File: config.mk
export PLATFORM = sky130hd
export DESIGN_NAME = seq_adder_subtractor
export DESIGN_NICKNAME = d
export VERILOG_FILES = /design/src/rtl/addsub_pkg.sv /design/src/rtl/addsub_slice.sv /design/src/rtl/seq_adder_subtractor.sv
export SDC_FILE = /design/constraint.sdc
export NUM_CORES = 1
export LEC_CHECK = 0
export ABC_AREA = 1
export CAP_MARGIN = 30
export CORE_ASPECT_RATIO = 0.7
export CORE_MARGIN = 2
export CORE_UTILIZATION = 45
export CTS_CLUSTER_SIZE = 24
export DETAILED_ROUTE_END_ITERATION = 7
export PLACE_DENSITY = 0.71
export SYNTH_ARGS = -nofsm -noshare
export SYNTH_HDL_FRONTEND = slang
export SYNTH_SLANG_ARGS = --single-unit
export TNS_END_PERCENT = 20
File: constraint.sdc
create_clock -name clk -period 5.4 [get_ports clk]
set_input_delay 0.81 -clock clk [delete_from_list [all_inputs] [get_ports clk]]
set_output_delay 0.81 -clock clk [all_outputs]
set_load 0.1 [all_outputs]
File: src/rtl/addsub_pkg.sv
`default_nettype none
// ============================================================================
// Module      : addsub_pkg
// Description : Shared types and constants for the sequential adder/subtractor.
//               state_t - controller states (IDLE, CALC, DONE)
//               OP_ADD / OP_SUB - encodings of the sel input
// Revision    : 1.0 - initial release
// ============================================================================
package addsub_pkg;

    typedef enum logic [1:0] {
        IDLE = 2'd0,
        CALC = 2'd1,
        DONE = 2'd2
    } state_t;

    localparam logic OP_ADD = 1'b0;
    localparam logic OP_SUB = 1'b1;

endpackage : addsub_pkg
`default_nettype wire

File: src/rtl/addsub_slice.sv
`default_nettype none
// ============================================================================
// Module      : addsub_slice
// Description : Combinational CHUNK-bit ripple adder used once per cycle by
//               the sequential adder/subtractor.
//   Ports     : a, b  [CHUNK-1:0] slice operands
//               cin               carry in
//               s     [CHUNK-1:0] slice sum
//               cout              carry out of the slice MSB
// Revision    : 1.0 - initial release
// ============================================================================
module addsub_slice
    import addsub_pkg::*;
#(
    parameter int CHUNK = 8
) (
    input  logic [CHUNK-1:0] a,
    input  logic [CHUNK-1:0] b,
    input  logic             cin,
    output logic [CHUNK-1:0] s,
    output logic             cout
);

    logic [CHUNK:0] w_sum;

    always_comb begin
        w_sum = {1'b0, a} + {1'b0, b} + {{CHUNK{1'b0}}, cin};
        s     = w_sum[CHUNK-1:0];
        cout  = w_sum[CHUNK];
    end

endmodule : addsub_slice
`default_nettype wire

File: src/rtl/seq_adder_subtractor.sv
`default_nettype none
// ============================================================================
// Module      : seq_adder_subtractor
// Description : Multi-cycle two's-complement adder/subtractor. WIDTH-bit
//               operands are processed CHUNK bits per clock through a single
//               slice adder with a registered carry between slices.
//   Ports     : clk, rst (sync, active high)
//               in_valid / in_ready   operand handshake (a, b, sel)
//               sel                   0 = A+B, 1 = A-B (A + ~B + 1)
//               out_valid / out_ready result handshake
//               result, carry_out, overflow, zero, negative (registered)
// Revision    : 1.0 - initial release
// ============================================================================
module seq_adder_subtractor
    import addsub_pkg::*;
#(
    parameter int WIDTH = 32,
    parameter int CHUNK = 8
) (
    input  logic             clk,
    input  logic             rst,
    input  logic             in_valid,
    output logic             in_ready,
    input  logic [WIDTH-1:0] a,
    input  logic [WIDTH-1:0] b,
    input  logic             sel,
    output logic             out_valid,
    input  logic             out_ready,
    output logic [WIDTH-1:0] result,
    output logic             carry_out,
    output logic             overflow,
    output logic             zero,
    output logic             negative
);

    localparam int N     = WIDTH / CHUNK;
    localparam int CNT_W = (N > 1) ? $clog2(N) : 1;
    localparam int MSB   = WIDTH - 1;
    localparam logic [CNT_W-1:0] C_LAST = CNT_W'(N - 1);

    // Reject configurations whose width is not a whole number of slices.
    generate
        if ((CHUNK < 1) || ((WIDTH % CHUNK) != 0)) begin : g_bad_width
            $fatal(1, "seq_adder_subtractor: WIDTH must be a multiple of CHUNK");
        end
    endgenerate

    state_t             r_state;
    state_t             w_state_next;
    logic [WIDTH-1:0]   r_a;
    logic [WIDTH-1:0]   r_b_eff;
    logic [WIDTH-1:0]   r_result;
    logic [WIDTH-1:0]   w_result_next;
    logic               r_carry;
    logic [CNT_W-1:0]   r_cnt;
    logic               r_carry_out;
    logic               r_overflow;
    logic               r_zero;
    logic               r_negative;
    logic [CHUNK-1:0]   w_slice_a;
    logic [CHUNK-1:0]   w_slice_b;
    logic [CHUNK-1:0]   w_slice_s;
    logic               w_slice_c;
    logic               w_last;
    logic               w_res_msb;

    // Select the current slice of the captured operands.
    always_comb begin
        w_slice_a = r_a[r_cnt*CHUNK +: CHUNK];
        w_slice_b = r_b_eff[r_cnt*CHUNK +: CHUNK];
    end

    addsub_slice #(
        .CHUNK (CHUNK)
    ) u_slice (
        .a    (w_slice_a),
        .b    (w_slice_b),
        .cin  (r_carry),
        .s    (w_slice_s),
        .cout (w_slice_c)
    );

    // Result with the current slice merged in; the flags on the final slice
    // must see the complete word, including the slice written this cycle.
    always_comb begin
        w_result_next = r_result;
        w_result_next[r_cnt*CHUNK +: CHUNK] = w_slice_s;
        w_res_msb = w_result_next[MSB];
        w_last    = (r_state == CALC) && (r_cnt == C_LAST);
    end

    // ------------------------------------------------------------------
    // Controller
    // ------------------------------------------------------------------
    always_ff @(posedge clk) begin
        if (rst) begin
            r_state <= IDLE;
        end else begin
            r_state <= w_state_next;
        end
    end

    always_comb begin
        w_state_next = r_state;
        case (r_state)
            IDLE:    if (in_valid)  w_state_next = CALC;
            CALC:    if (w_last)    w_state_next = DONE;
            DONE:    if (out_ready) w_state_next = IDLE;
            default:                w_state_next = IDLE;
        endcase
    end

    // ------------------------------------------------------------------
    // Datapath
    // ------------------------------------------------------------------
    always_ff @(posedge clk) begin
        if (rst) begin
            r_a         <= '0;
            r_b_eff     <= '0;
            r_result    <= '0;
            r_carry     <= 1'b0;
            r_cnt       <= '0;
            r_carry_out <= 1'b0;
            r_overflow  <= 1'b0;
            r_zero      <= 1'b0;
            r_negative  <= 1'b0;
        end else begin
            case (r_state)
                IDLE: begin
                    if (in_valid) begin
                        // Subtraction is A + ~B + 1: invert B here and seed
                        // the carry chain with the +1.
                        r_a     <= a;
                        r_b_eff <= b ^ {WIDTH{sel == OP_SUB}};
                        r_carry <= (sel == OP_SUB);
                        r_cnt   <= '0;
                    end
                end
                CALC: begin
                    r_result <= w_result_next;
                    r_carry  <= w_slice_c;
                    if (w_last) begin
                        r_cnt       <= '0;
                        r_carry_out <= w_slice_c;
                        r_overflow  <= (r_a[MSB] == r_b_eff[MSB]) && (w_res_msb != r_a[MSB]);
                        r_zero      <= (w_result_next == '0);
                        r_negative  <= w_res_msb;
                    end else begin
                        r_cnt <= r_cnt + CNT_W'(1);
                    end
                end
                default: begin
                end
            endcase
        end
    end

    always_comb begin
        in_ready  = (r_state == IDLE);
        out_valid = (r_state == DONE);
        result    = r_result;
        carry_out = r_carry_out;
        overflow  = r_overflow;
        zero      = r_zero;
        negative  = r_negative;
    end

endmodule : seq_adder_subtractor
`default_nettype wire

==> impl_metrics.py, run 1 <==
metrics = {
    "grt": {
        "grt_pass1_wl_mm": 24.2,
        "grt_pass1_vias": 4730,
        "grtUsageTotal_pct": 23.9,
        "grt_max_degree": 58,
        "gr-total-overflow": 0,
        "antenna_found_initial": 0,
    },
    "setup_path": {
        "startpoint_type": "flop",
        "worstRegToRegCells": 21,
        "worstPathMaxFanout": 20,
        "path_class": "flop to flop",
        "cp.required_ns": 5.68,
        "worstSetupEndpointType": "flop",
        "arrival_ns": 3.67,
    },
    "floorplanning": {
        "die_area_um2": 13100,
        "io_pins": 107,
        "std_cell_rows": 33,
        "initial_core_util_pct": 46.5,
        "die_h_um": 96.3,
        "die-width_um": 136,
        "core_area_um2": 11800,
    },
    "synth": {
        "synth_area_leader_cell": "dfxtp_1",
        "syn_area_um2": 5480,
        "synth_area_leaders": "dfxtp_1 38%, nor2_1 12%, nand2_1 7.8%",
        "synth_fp_nets": 865,
        "synth_ff_type": "dfxtp_1",
        "synthCells": 782,
        "ys_seq_elements": 105,
        "synth_edf_count": 0,
        "synth_area_per_cell_um2": 7.00,
        "synth_top_area_share_pct": 38.4,
        "ys_async_sr_fraction_pct": 0,
        "ys_seq_area_share_pct": 38.4,
        "ys_types": 36,
        "ys_warn_count": 0,
    },
    "timing": {
        "tightest_slew_ns": 0.993,
        "rsz0062_at_grt": "false",
        "post-route-min-period_ns": 3.39,
        "slew_violations": 0,
        "setup_tns_ns": 0,
        "relSlewSlack_pct": 33.6,
        "period_share_pct": 62.7,
        "finClkSkew_ns": 0.0105,
        "setup_ws_ns": 2.01,
        "timing.fmax_mhz": 295,
        "hold_violations": 0,
        "setup_viol": 0,
    },
    "layout": {
        "n_fill_cell": 1128,
        "final_common_cell": "nor2_1",
        "drive_above_1_share_pct": 5.45,
        "final_cell_mix": "171 x nor2_1, 114 x nand2_1, 105 x dfxtp_1, 104 x clkdlybuf4s50_1, 81 x o21ai_0",
        "syn_to_final_growth_pct": 26.1,
        "nNetsFinal": 942,
        "final_area_um2": 6900,
        "n_antenna_cell": 0,
    },
    "placement": {
        "dp_slack_ns": 2.11,
        "place_congestion": 0.932,
        "hpwl_mm": 11.2,
        "placement.cell_area_um2": 6600,
        "io_buffers": 106,
    },
    "detailed_routing": {
        "first_pass_iters": 5,
        "drtAntennaViolNets": 0,
        "drt_first_iter_violations": 468,
        "wl_per_cell_um": 15.0,
        "routed_via_density": 5.21,
        "drc": 0,
        "routed_wl_mm": 15.3,
        "num_vias": 5319,
    },
    "clock_network": {
        "numCtsBuffers": 9,
        "cts.sinks": 105,
        "clock_latency_ns": 0.35,
        "clk_pin_slew_ns": 0.07,
        "clockRootBuffer": "clkbuf_16",
        "htree_levels": 3,
        "cts_hold_buf": 0,
        "cts_tree": "done",
        "ctsLongestPathBuffers": 2,
        "post-cts-setup-buffer-count": 0,
        "postCtsResizedCells": 0,
    },
    "pwr": {
        "finalPower_mw": 2.24,
        "power_density_nw_per_um2": 324,
        "peakVddDrop_uv": 182,
        "p_leak_nw": 2.93,
    },
    "status": {
        "status": "complete, no violations",
    },
    "worst_hold_path": {
        "hold_path_class": "flop to flop",
        "min_path_cells": 2,
    },
    "job": {
        "drv_cap": 0,
    },
}
==> logic make-up (layout without fill, tap and decap cells) <==
| group | Yosys count | in the layout | share of synthesized area [%] |
|---|---|---|---|
| xor+xnor | 32 | 32 | 5.12 |
| compound gates | 177 | 177 | 19.3 |
| flops | 105 | 105 | 38.4 |
| fa+ha+maj | 14 | 14 | 3.47 |
| simple gates | 335 | 335 | 25.2 |
| buf+inv | 119 | 200 | 8.55 |
==> through the flow <==
| step | instances | hold slack, ns | util, % |
|---|---|---|---|
| 6_report | 1020 | 0.478 | 58.7 |
| 5_1_grt | 1020 | 0.507 | 58.7 |
| 4_1_cts | 1020 | 0.481 | 58.7 |
| 3_5_place_dp | 1005 | 0.465 | 56.1 |
| 3_3_place_gp | 1003 | 0.462 | 55.8 |
| 2_1_floorplan | 782 | 0.450 | - |
==> power by group <==
group | switching (mW) | total (mW) | leakage (nW) | internal [mW]
Clock | 0.299 | 0.664 | 0.148 | 0.364
Sequential | 0.0428 | 0.879 | 0.866 | 0.836
Combinational | 0.462 | 0.695 | 1.92 | 0.233
Total | 0.804 | 2.24 | 2.93 | 1.43
==> final cells by class <==
type	count	area, um^2	area share, %
Sequential cell	105	2100	30.5
Inverter	73	277	4.01
Timing Repair Buffer	112	1120	16.2
Clock inverter	6	76.3	1.11
Tap cell	157	196	2.85
Multi-Input combinational cell	558	2910	42.2
Clock buffer	9	225	3.26
==> critical path, cell delays in order (launching register included) <==
cell and delay [ns]:
dfxtp_1 0.31, buf_4 0.22, inv_1 0.31, o21ai_0 0.18
o22ai_1 0.13, fa_1 0.46, fa_1 0.44, nand2_2 0.11
nand2_1 0.09, nand3b_1 0.09, nand2_1 0.14, nand2_1 0.10
nand2_1 0.05, inv_1 0.06, nand2_1 0.05, inv_1 0.05
nand2_1 0.06, nor2_2 0.13, nand2_1 0.06, nor2_1 0.10
nand2_1 0.07, a21oi_2 0.11
==> path summary, 6_finish.rpt <==
check	startpoint	endpoint	slack (ns)
max	r_cnt[1]	zero	2.01
min	result[25]	result[25]	0.48
max reg2reg	r_cnt[1]	zero	2.01
min reg2reg	result[25]	result[25]	0.48
==> sequential cells by signal (all words and copies together), names as in the netlist <==
register,count
r_a,32
r_b_eff,32
result,32
r_cnt,2
r_state,2
carry_out,1
negative,1
overflow,1
r_carry,1
zero,1
==> synth_stat cells (all sizes together), types with 18 or more instances <==
library cell	instances
a21oi	22
nand3	26
xnor2	31
o21ai	83
dfxtp	105
clkbuf	33
a211oi	31
o22ai	18
nand2	120
inv	73
nor2	173
==> metal layers <==
metal / vias up / GRT usage (%) / wire [um]
met2: 190 / 35.4 / 6220
met1: 2397 / 35.8 / 7700
li1: 2720 / - / -
met4: 0 / 4.43 / 91
met5: - / 0 / 0
met3: 12 / 4.84 / 1280
No activity file was read; power rests on OpenSTA's default activity.
==> run 2, diff against run 1 <==
PLACE_DENSITY = 0.74   (was 0.71)
clock period = 3 ns   (was 5.4 ns; I/O delays follow)
==> impl_metrics.py, run 2 (same netlist as run 1, synthesis figures left out) <==
metrics = {
    "status": {
        "status": "complete, no violations",
    },
    "pwr": {
        "switching_power_mw": 1.42,
        "p_leak_nw": 3.06,
        "power_frac_clock_pct": 28.4,
        "p_seq_share_pct": 40.0,
        "combPwrFrac_pct": 31.6,
        "peakVddDrop_uv": 302,
        "power_density_nw_per_um2": 570,
        "intPower_mw": 2.53,
        "sw_frac_of_total_pct": 35.9,
    },
    "placement": {
        "place_congestion": 0.955,
        "placement.cell_area_um2": 6600,
        "io_buffers": 106,
        "hpwl_mm": 11.0,
        "dp_cells": 1017,
    },
    "timing": {
        "tightest_slew_ns": 0.709,
        "timing.fmax_mhz": 365,
        "slew_violations": 0,
        "post-route-min-period_ns": 2.74,
        "finClkSkew_ns": 0.00734,
        "setup_viol": 0,
        "relSlewSlack_pct": 52.7,
        "period_share_pct": 91.4,
        "hold_violations": 0,
    },
    "setup_path": {
        "worstRegToRegCells": 16,
        "startpoint_type": "flop",
        "arrival_ns": 3.02,
        "worstSetupEndpointType": "flop",
        "worstPathMaxFanout": 13,
        "cp.required_ns": 3.28,
        "path_class": "flop to flop",
    },
    "clock_network": {
        "ctsLongestPathBuffers": 2,
        "clk_pin_slew_ns": 0.07,
        "numCtsBuffers": 9,
        "cts_hold_buf": 0,
        "clock_latency_ns": 0.35,
        "cts_tree": "done",
        "clockRootBuffer": "clkbuf_16",
        "htree_levels": 3,
        "cts.sinks": 105,
    },
    "grt": {
        "grtUsageTotal_pct": 23.0,
        "grt_pass1_vias": 4647,
        "gr-total-overflow": 0,
        "grt_pass1_wl_mm": 23.5,
        "grt_max_degree": 62,
        "antenna_found_initial": 0,
    },
    "detailed_routing": {
        "routed_via_density": 5.17,
        "wl_per_cell_um": 14.2,
        "drt_first_iter_violations": 431,
        "drtAntennaViolNets": 0,
        "first_pass_iters": 5,
        "drc": 0,
        "num_vias": 5350,
        "routed_wl_mm": 14.7,
    },
    "floorplanning": {
        "core_area_um2": 11800,
        "die_h_um": 96.3,
        "die_area_um2": 13100,
        "initial_core_util_pct": 46.5,
        "io_pins": 107,
        "std_cell_rows": 33,
        "die-width_um": 136,
    },
    "worst_hold_path": {
        "min_path_cells": 2,
        "hold_path_class": "flop to flop",
    },
    "job": {
        "drv_cap": 0,
    },
    "layout": {
        "drive_above_1_share_pct": 12.4,
        "final_cell_mix": "171 x nor2_1, 113 x nand2_1, 103 x dfxtp_1, 80 x o21ai_0, 66 x clkdlybuf4s50_1",
        "final_common_cell": "nor2_1",
        "nNetsFinal": 956,
        "final_area_um2": 6930,
        "final_cells": 1035,
        "syn_to_final_growth_pct": 26.6,
        "n_antenna_cell": 0,
    },
}
[run 2: critical path, stage by stage, from the launching register on]
cell and delay, ns:
dfxtp_4 0.39, inv_4 0.08, o21ai_0 0.15, o22ai_1 0.12
fa_2 0.41, fa_2 0.45, nand3_2 0.12, o22ai_1 0.09
nor2_1 0.10, nand3_1 0.08, nor2_1 0.10, nand2_1 0.07
nor2_1 0.10, nand3_1 0.11, nor2_1 0.10, nand2_1 0.08
a21oi_2 0.11
[run 2: cell type report]
cell class,instances,area [um^2]
inverter,73,277
clock inverter,5,40.0
tap,157,196
sequential,105,2110
timing repair buffer,126,1130
multi-input combinational,558,2930
clock buffer,11,243
fill,1118,4840
[run 2: repair_timing]
item	CTS	global route
setup endpoints to repair	1	1
setup buffers	0	2
pin swaps	0	3
cloned	0	0
resized for setup	1	12
[run 2: power groups by stage]
stage | registers [mW] | clock network (mW) | logic (mW)
2_1_floorplan | 1.80 | 0 | 0.684
3_3_place_gp | 1.61 | 0 | 1.21
3_5_place_dp | 1.61 | 0 | 1.21
4_1_cts | 1.58 | 1.13 | 1.22
5_1_grt | 1.59 | 1.19 | 1.38
6_report | 1.58 | 1.12 | 1.25
[run 2: path summary, 6_finish.rpt]
path / endpoint / from / slack [ns]
max reg2reg: zero / r_cnt[0] / 0.26
min reg2reg: negative / negative / 0.48
min: negative / negative / 0.48
max: zero / r_cnt[0] / 0.26
[run 2: per-layer routing]
| layer | vias up | global-route usage (%) | part of all wire, % |
|---|---|---|---|
| li1 | 2749 | - | - |
| met1 | 2392 | 35.6 | 51 |
| met2 | 200 | 33.1 | 40 |
| met3 | 9 | 4.21 | 8.2 |
| met4 | 0 | 4.17 | 0.52 |
| met5 | - | 0 | 0 |
[run 2: metrics by stage]
step	total power, mW	utilization [%]	hold WS (ns)	TNS [ns]	worst slack (ns)
2_1_floorplan	2.48	-	0.450	0	0.0301
3_3_place_gp	2.82	56.1	0.459	0	0.0957
3_5_place_dp	2.82	56.1	0.461	0	0.0131
4_1_cts	3.93	58.5	0.478	0	0.0862
5_1_grt	4.15	58.9	0.502	-0.00800	-0.00800
6_report	3.95	58.9	0.479	0	0.257
==> run 3, diff against run 2 <==
SETUP_SLACK_MARGIN = 0.1   (was unset)
TNS_END_PERCENT = unset   (was 20)
==> impl_metrics.py, run 3 (same netlist as run 1, synthesis figures left out) <==
metrics = {
    "floorplanning": {
        "die-width_um": 136,
        "initial_core_util_pct": 46.5,
        "io_pins": 107,
        "std_cell_rows": 33,
        "core_area_um2": 11800,
        "die_area_um2": 13100,
        "die_h_um": 96.3,
    },
    "grt": {
        "grt.busiest_layer": "met1",
        "grt_pass1_vias": 4743,
        "grt_pass1_wl_mm": 24.0,
        "gr-total-overflow": 0,
        "grtUsageTotal_pct": 23.5,
        "use_met3_pct": 6.27,
        "grt_max_degree": 78,
        "grt_use_met2_pct": 33.0,
        "antenna_found_initial": 0,
        "grt_use_met1_pct": 35.5,
    },
    "layout": {
        "n_fill_cell": 1130,
        "final_common_cell": "nor2_1",
        "drive_above_1_share_pct": 14.1,
        "syn_to_final_growth_pct": 28.4,
        "nNetsFinal": 960,
        "final_area_um2": 7030,
        "n_antenna_cell": 0,
        "final_cell_mix": "166 x nor2_1, 110 x nand2_1, 104 x dfxtp_1, 77 x o21ai_0, 66 x clkdlybuf4s50_1",
    },
    "timing": {
        "post-route-min-period_ns": 2.80,
        "slew_violations": 0,
        "period_share_pct": 93.2,
        "rsz0062_at_grt": "false",
        "hold_violations": 0,
        "setup_viol": 0,
        "timing.fmax_mhz": 358,
        "relSlewSlack_pct": 53.0,
        "setup_tns_ns": 0,
        "finClkSkew_ns": 0.00952,
        "tightest_slew_ns": 0.704,
    },
    "clock_network": {
        "clockRootBuffer": "clkbuf_16",
        "ctsLongestPathBuffers": 2,
        "htree_levels": 3,
        "numCtsBuffers": 9,
        "clk_pin_slew_ns": 0.07,
        "cts.sinks": 105,
        "cts_tree": "done",
        "clock_latency_ns": 0.35,
    },
    "placement": {
        "placement.cell_area_um2": 6560,
        "hpwl_mm": 10.9,
        "place_congestion": 0.939,
        "io_buffers": 106,
    },
    "detailed_routing": {
        "num_vias": 5370,
        "wl_per_cell_um": 14.4,
        "first_pass_iters": 6,
        "drc": 0,
        "routed_wl_mm": 15.0,
        "drtAntennaViolNets": 0,
        "routed_via_density": 5.17,
        "drt_first_iter_violations": 586,
    },
    "setup_path": {
        "cp_cell_sequence": "buf_8 > o21ai_2 > o22ai_2 > fa_2 > fa_2 > inv_2 > nand2_1 > nand3_1 > nor2_2 > nand2_1 > nand2_2 > nor2_1 > nand3_1 > nor2_1 > nand3_1 > nor2_1 > nand2_1 > a21oi_2",
        "arrival_ns": 3.08,
        "startpoint_type": "flop",
        "worstPathMaxFanout": 9,
        "worstSetupEndpointType": "flop",
        "path_class": "flop to flop",
        "cp.required_ns": 3.28,
        "critPathMaxStageDelay_ns": 0.43,
        "worst-path-buf-inv": 2,
        "critical-path-top-delay-family": "simple AND/OR/NAND/NOR gates",
        "crit_slowest_cell": "fa_2",
    },
    "job": {
        "drv_cap": 0,
    },
    "worst_hold_path": {
        "hold_path_class": "flop to flop",
    },
    "pwr": {
        "power_density_nw_per_um2": 579,
        "p_leak_nw": 3.08,
        "peakVddDrop_uv": 311,
    },
    "status": {
        "status": "complete, no violations",
    },
}
[run 3: changes by cell type in the layout (fill, tap and decap cells not counted), moves of 3 or more]
cell,before,now
nor2_1,171,166
o21ai_0,80,77
nor2_2,2,7
nand2_1,113,110
nand2_2,7,10
[run 3: area by class of cell]
class	count	area [um^2]	share of cell area, %
well taps	157	196	2.79
flip-flops and latches	105	2110	29.9
clock inverters	4	52.6	0.747
inverters	73	279	3.97
repair buffers	130	1180	16.8
clock buffers	12	246	3.51
multi-input cells	558	2970	42.2
[run 3: metal layers]
layer	part of all wire, %	up-vias
met2	40	217
met3	10	17
met1	49	2386
met5	0	-
li1	-	2750
met4	0.90	0
[run 3: timing repair]
item                                    in CTS  in global routing
resized for setup                            0                 33
setup buffers                                0                 10
endpoints found under the setup margin       0                  2
hold buffers                                 0                  0
[run 3: final timing paths]
check | start | endpoint | slack, ns | depth (start not counted)
setup / recovery | r_cnt[0] | zero | 0.20 | 18
hold / removal | negative | negative | 0.47 | 2
setup reg to reg | r_cnt[0] | zero | 0.20 | 18
hold reg to reg | negative | negative | 0.47 | 2
[run 3: tightest hold or removal path, cell delays in order (launching register included)]
cell     delay [ns]
dfxtp_1        0.31
nand2_1        0.06
a21oi_1        0.06
[run 3: stage by stage]
step / power (mW) / util (%) / setup slack [ns] / instances / hold WS [ns]
floorplan: 2.48 / - / 0.108 / 782 / 0.450
global placement: 2.81 / 55.7 / 0.213 / 1013 / 0.464
detailed placement: 2.82 / 55.7 / 0.139 / 1013 / 0.464
CTS: 4.00 / 58.3 / 0.118 / 1029 / 0.479
global route: 4.28 / 59.8 / 0.0618 / 1039 / 0.500
finish: 4.07 / 59.8 / 0.204 / 1039 / 0.472
[run 3: power by group]
group	internal (mW)	total [mW]	switching, mW
Combinational	0.468	1.30	0.835
Clock	0.671	1.18	0.513
Sequential	1.50	1.58	0.0796
Total	2.64	4.07	1.43
